File: config.mk
export PLATFORM = sky130hd
export DESIGN_NAME = regfile_dumper
export DESIGN_NICKNAME = d
export VERILOG_FILES = /design/src/rtl/regfile_dumper_pkg.sv /design/src/rtl/regfile_dumper.sv
export SDC_FILE = /design/constraint.sdc
export NUM_CORES = 1
export LEC_CHECK = 0
export CORE_UTILIZATION = 40
export DETAILED_ROUTE_END_ITERATION = 10
export GPL_TIMING_DRIVEN = 0
export PLACE_DENSITY_LB_ADDON = 0.08
export SLEW_MARGIN = 30
export SYNTH_ARGS = -nofsm -noshare
export SYNTH_HDL_FRONTEND = slang
export SYNTH_SLANG_ARGS = --single-unit
File: constraint.sdc
create_clock -name clock -period 2.34 [get_ports clock]
set_input_delay 0.585 -clock clock [delete_from_list [all_inputs] [get_ports clock]]
set_output_delay 0.585 -clock clock [all_outputs]
set_load 0.02 [all_outputs]
File: src/rtl/regfile_dumper_pkg.sv
// Shared definitions for the register-file dump engine: state encoding,
// index width and default geometry of the architectural register file.
package regfile_dumper_pkg;

    localparam int unsigned XLEN_DEFAULT  = 32;
    localparam int unsigned NREGS_DEFAULT = 32;
    localparam int unsigned REG_IDX_W     = 5;

    typedef enum logic [1:0] {
        IDLE = 2'd0,
        READ = 2'd1,
        SEND = 2'd2,
        DONE = 2'd3
    } dump_state_e;

endpackage

File: src/rtl/regfile_dumper.sv
// Freezes the core and streams every architectural register out as an
// (index, value) word on a valid/ready port, pulsing done after the last one.
module regfile_dumper
    import regfile_dumper_pkg::*;
#(
    parameter int unsigned XLEN    = XLEN_DEFAULT,
    parameter int unsigned NREGS   = NREGS_DEFAULT,
    parameter bit          SKIP_X0 = 1'b0
) (
    input  logic                 clock,
    input  logic                 reset,
    input  logic                 io_start,
    output logic                 io_busy,
    output logic                 io_stall_req,
    output logic [REG_IDX_W-1:0] io_rd_addr,
    input  logic [XLEN-1:0]      io_rd_data,
    output logic                 io_out_valid,
    input  logic                 io_out_ready,
    output logic [REG_IDX_W-1:0] io_out_addr,
    output logic [XLEN-1:0]      io_out_data,
    output logic                 io_out_last,
    output logic                 io_done
);

    localparam logic [REG_IDX_W-1:0] LAST_IDX  = REG_IDX_W'(NREGS - 1);
    localparam logic [REG_IDX_W-1:0] FIRST_IDX = SKIP_X0 ? REG_IDX_W'(1) : REG_IDX_W'(0);

    dump_state_e          state_q, state_d;
    logic [REG_IDX_W-1:0] idx_q, idx_d;
    logic [XLEN-1:0]      out_data_q;
    logic [REG_IDX_W-1:0] out_addr_q;
    logic                 out_last_q;

    always_ff @(posedge clock) begin
        if (reset) begin
            state_q <= IDLE;
        end else begin
            state_q <= state_d;
        end
    end

    // The index stops at the last register instead of wrapping, so the
    // read port keeps pointing at it through the DONE cycle.
    always_comb begin
        state_d = state_q;
        idx_d   = idx_q;
        case (state_q)
            IDLE: begin
                if (io_start) begin
                    idx_d   = FIRST_IDX;
                    state_d = READ;
                end
            end
            READ: state_d = SEND;
            SEND: begin
                if (io_out_ready) begin
                    if (idx_q == LAST_IDX) begin
                        state_d = DONE;
                    end else begin
                        idx_d   = idx_q + REG_IDX_W'(1);
                        state_d = READ;
                    end
                end
            end
            DONE: state_d = IDLE;
            default: state_d = IDLE;
        endcase
    end

    always_comb begin
        io_busy      = (state_q != IDLE);
        io_stall_req = (state_q != IDLE);
        io_out_valid = (state_q == SEND);
        io_done      = (state_q == DONE);
        io_rd_addr   = idx_q;
    end

    // The word is captured once in READ and held for the whole SEND phase.
    always_ff @(posedge clock) begin
        if (reset) begin
            idx_q      <= '0;
            out_data_q <= '0;
            out_addr_q <= '0;
            out_last_q <= 1'b0;
        end else begin
            idx_q <= idx_d;
            if (state_q == READ) begin
                out_data_q <= io_rd_data;
                out_addr_q <= idx_q;
                out_last_q <= (idx_q == LAST_IDX);
            end
        end
    end

    assign io_out_data = out_data_q;
    assign io_out_addr = out_addr_q;
    assign io_out_last = out_last_q;

endmodule

==> results.toml <==
[floorplanning]
die_y_um = 67.3
core.rowCount = 23
start_util_pct = 42.0
coreArea_um2 = 4060
io-pin-count = 83
die_area_um2 = 4530
die_w_um = 67.3

[clock_network]
clock_latency_ns = 0.29
cts_setup_buffers = 0
h-tree-depth = 2
clock_path_buffers = 2
numCtsBuffers = 5
cts_root_buf = "clkbuf_8"
path_clk_slew_ns = 0.08
cts.sinks = 45
hold_buffers = 0
cts_tree = "yes"

[power]
p_comb_share_pct = 18.2
power.density_nw_per_um2 = 593
peakVddDrop_mv = 0.347
switching_share_pct = 25.4
intPower_mw = 1.18
p_clk_share_pct = 30.3
seqPwrFrac_pct = 51.5
power_mw = 1.58
p_switching_mw = 0.402
cellLeakagePower_nw = 0.967

[worst_setup_path]
reg2reg_depth = 6
rrSetupSlack_ns = 0.46
crit_fanout = 10
cp-start-kind = "flip-flop"
worstPathArrival_ns = 1.63
worstSetupEndpointType = "output port"
worstPathRequired_ns = 1.75
crit_type = "reg -> out"

[placement]
port_buffers = 81
placed_cells_incl_taps = 338
gp_congestion = 0.707
dpl.hpwl_um = 2930

[synthesis]
syn_inst = 207
synth_nets = 245
async_flop_share_pct = 0
yosysSeqAreaShare_pct = 52.9
synth_top_flop_cell = "dfxtp_1"
synth_top_area_share_pct = 52.9
ys_warn_count = 0
synth_area_um2 = 1700
synth-edff-count = 0
synth_largest_area_cell = "dfxtp_1"
synth_cell_types = 28
syn_avg_cell_area_um2 = 8.23
synth_seq_cells = 45
synthTopCellsByArea = "dfxtp_1, nand2_1, a21oi_1"

[status]
status = "finished, final reports clean"

[global_route]
antenna_found_initial = 0
grt_max_degree = 13
grt_usage_pct = 19.5
grt_pass1_vias = 1515
grt_pass1_wl_um = 6580
grt_overflow = 0

[detailed_routing]
drtAntennaViolNets = 0
wl_per_cell_um = 11.7
drcViolationCount = 0
vias = 1644
vias_per_cell = 4.77
first_iter_violations = 63
drt_wl_total_um = 4040
drtPass1Iterations = 4

[timing]
max_slew_margin_pct = 69.6
slew_violations = 0
min_period_ns = 2.21
fin_skew_ns = 0.00280
period_share_pct = 94.5
fmax_ghz = 0.452
fin_tns_setup_ns = 0
setup_viol = 0
rsz0062_at_grt = "no"
tightestPinTransition_ns = 0.456
hold_viol = 0

[layout]
drive_gt1_share_pct = 6.44
instances_no_fill = 345
syn_to_final_growth_pct = 56.4
fin_nets = 333
fillers = 372
mostFrequentLayoutCells = "clkdlybuf4s50_1, nand2_1, dfxtp_1"
final_common_cell = "clkdlybuf4s50_1"
n_antenna_cell = 0

[job]
maxCapViolations = 0

[min_path]
min_path_cells = 2
min_path_type = "reg -> reg"
worst paths after layout:
kind                         from              end
setup / recovery       state_q[1]          io_busy
hold / removal    io_out_data[27]  io_out_data[27]
hold reg to reg   io_out_data[27]  io_out_data[27]
setup reg to reg    io_rd_addr[0]    io_rd_addr[3]
critical path: stages (launching register included):
cell,delay (ns)
dfxtp_1,0.31
buf_4,0.16
or2_2,0.32
clkdlybuf4s50_1,0.54
power by group through the flow:
stage / clock [mW] / sequential [mW] / combinational [mW]
after global routing: 0.521 / 0.818 / 0.315
after global placement: 0 / 0.831 / 0.292
after floorplan: 0 / 0.868 / 0.104
final: 0.479 / 0.814 / 0.288
after CTS: 0.491 / 0.814 / 0.292
after detailed placement: 0 / 0.832 / 0.292
routing by layer:
metal	GRT usage [%]	vias up	wire, µm
met2	31.6	50	1890
li1	-	853	-
met3	7.09	4	304
met5	0	-	0
met1	23.2	737	1810
met4	7.98	0	32
synthesized netlist by cell type, types with 2 or more instances:
cell / number
nand2_1: 78
dfxtp_1: 45
nand4b_1: 2
clkbuf_1: 7
buf_4: 5
buf_2: 3
a21oi_1: 42
ha_1: 2
nor2b_1: 2
nand3_1: 3
final cells by class:
cell class / count / area, µm² / share of cell area (%)
tap: 50 / 62.6 / 2.35
buffer: 16 / 90.1 / 3.38
inverter: 1 / 3.75 / 0.141
clock buffer: 7 / 86.3 / 3.24
sequential: 45 / 901 / 33.8
multi-input combinational: 145 / 709 / 26.6
timing repair buffer: 81 / 812 / 30.5
state kept, by name, indices dropped and copies added, names as in the netlist:
name and flops:
state_q 2, io_out_data 32, io_out_last 1, io_rd_addr 5
io_out_addr 5
cell families (layout without fill, tap and decap cells):
family | count (synthesis) | count (layout) | synth area share [%]
simple gates | 95 | 95 | 24.2
compound gates | 47 | 47 | 15.4
flops | 45 | 45 | 52.9
buf+inv | 17 | 105 | 5.51
fa+ha+maj | 2 | 2 | 1.47
mux | 1 | 1 | 0.587
repair_timing:
action | 4_1_cts | 5_1_grt
resized for setup | 1 | 1
pin swaps | 0 | 0
setup endpoints to repair | 1 | 1
per-stage QoR:
| stage | area (µm²) | hold WS (ns) | utilization, % | worst slack, ns |
|---|---|---|---|---|
| after detailed placement | 2580 | 0.445 | 63.5 | 0.326 |
| after floorplan | 1700 | 0.517 | - | 0.525 |
| after global placement | 2580 | 0.441 | 63.5 | 0.337 |
| after CTS | 2660 | 0.457 | 65.6 | 0.0179 |
| after global routing | 2670 | 0.477 | 65.7 | 0.0887 |
| final | 2670 | 0.455 | 65.7 | 0.128 |
No activity file was read; power rests on OpenSTA's default activity.
==> RTL edit (config.mk and constraints unchanged) <==
Set the parameter `SKIP_X0` to 1'b1 (it was 1'b0).
--- a/src/rtl/regfile_dumper.sv
+++ b/src/rtl/regfile_dumper.sv
@@ -5,7 +5,7 @@
 #(
     parameter int unsigned XLEN    = XLEN_DEFAULT,
     parameter int unsigned NREGS   = NREGS_DEFAULT,
-    parameter bit          SKIP_X0 = 1'b0
+    parameter bit          SKIP_X0 = 1'b1
 ) (
     input  logic                 clock,
     input  logic                 reset,
Formal check against the unedited RTL: not equivalent (a bounded check fails within 4 cycles, from zero or initial values and one cycle with reset high).
==> RTL edit against the unedited design <==
Setup slack worse by 0.053 ns; area after synthesis up 0.95%; total power up 1.1%; final area up 0.56%; core utilization up 0.37 points; sequential cell count unchanged; highest routed layer unchanged; via count up 1.5%; wire length down 1.5%.
==> RTL edit: results (changes against the unedited design) <==
| Metric | Value |
|---|---|
| Comb. pwr | 305 uW (+6%) |
| Final nets | 335 (+0.60%) |
| Max_slew headroom | 70.1% (+0.51 points) |
| Multi-input logic area | 718 um2 (+1.2%) |
| Hold Slack | 0.454 ns (-0.000696 ns) |
| CTS resizes | 0 (-1) |
| Vias in the first global route | 1496 (-1.3%) |
| Met2 Use GR | 30.8% (-0.81 points) |
| P_int | 1.19 mW (+1.1%) |
| Hold_sp | io_out_data[10] |
| Vias/cell | 4.81 (+0.94%) |
| Pleak | 0.961 nW (-0.58%) |
| Final Skew | 0.00350 ns (+0.000698 ns) |
| CP endpoint | io_stall_req |
| Commonest cells in the synthesized netlist | nand2_1, dfxtp_1, a21oi_1 |
| Main area contributors after synthesis | dfxtp_1, nand2_1, a21oi_1, buf_4, ha_1 |
| Starting DRT DRC Count | 52 (-17%) |
| First-pass GRT wire length | 6.46 mm (-1.9%) |
| Layout cells sized above 1 | 7.07% (+0.63 points) |
| Clock-cell share | 3.22% (-0.018 points) |
| Post-synthesis sequential area ratio | 52.4% (-0.50 points) |
| Worst hold endpoint | io_out_data[10] |
| Status | complete, no violations |
| Worst VDD drop | 0.309 mV (-11%) |
| Signal buffers share of area | 33.9% (+0.044 points) |
| Fillers | 377 (+1.3%) |
| Comb_multi_in | 147 (+1.4%) |
| Arrival time worst endpoint | 1.68 ns (+0.05 ns) |
| Wire per inst | 11.5 um (-2.0%) |
RTL edit: stage by stage:
| stage | worst slack [ns] | utilization [%] | power (mW) | cell area [um2] | cells |
|---|---|---|---|---|---|
| after floorplan | 0.550 | - | 0.988 | 1720 | 209 |
| after detailed placement | 0.387 | 63.9 | 1.14 | 2590 | 340 |
| after global routing | 0.00169 | 66.1 | 1.68 | 2680 | 347 |
| final | 0.0748 | 66.1 | 1.60 | 2680 | 347 |
| after CTS | 0.0590 | 66.1 | 1.62 | 2680 | 347 |
| after global placement | 0.389 | 63.9 | 1.14 | 2590 | 340 |
RTL edit: kinds of logic after synthesis:
family / after synthesis / share of synthesized area [%]
simple gates: 94 / 23.5
compound gates: 50 / 16.2
flops: 45 / 52.4
buf+inv: 17 / 5.89
fa+ha+maj: 2 / 1.45
mux: 1 / 0.582
RTL edit: per-layer routing:
layer	wire length (um)	part of all wire [%]	vias up
li1	-	-	859
met1	1720	43	745
met2	1840	46	59
met3	356	9.0	6
met4	59	1.5	0
met5	0	0	-
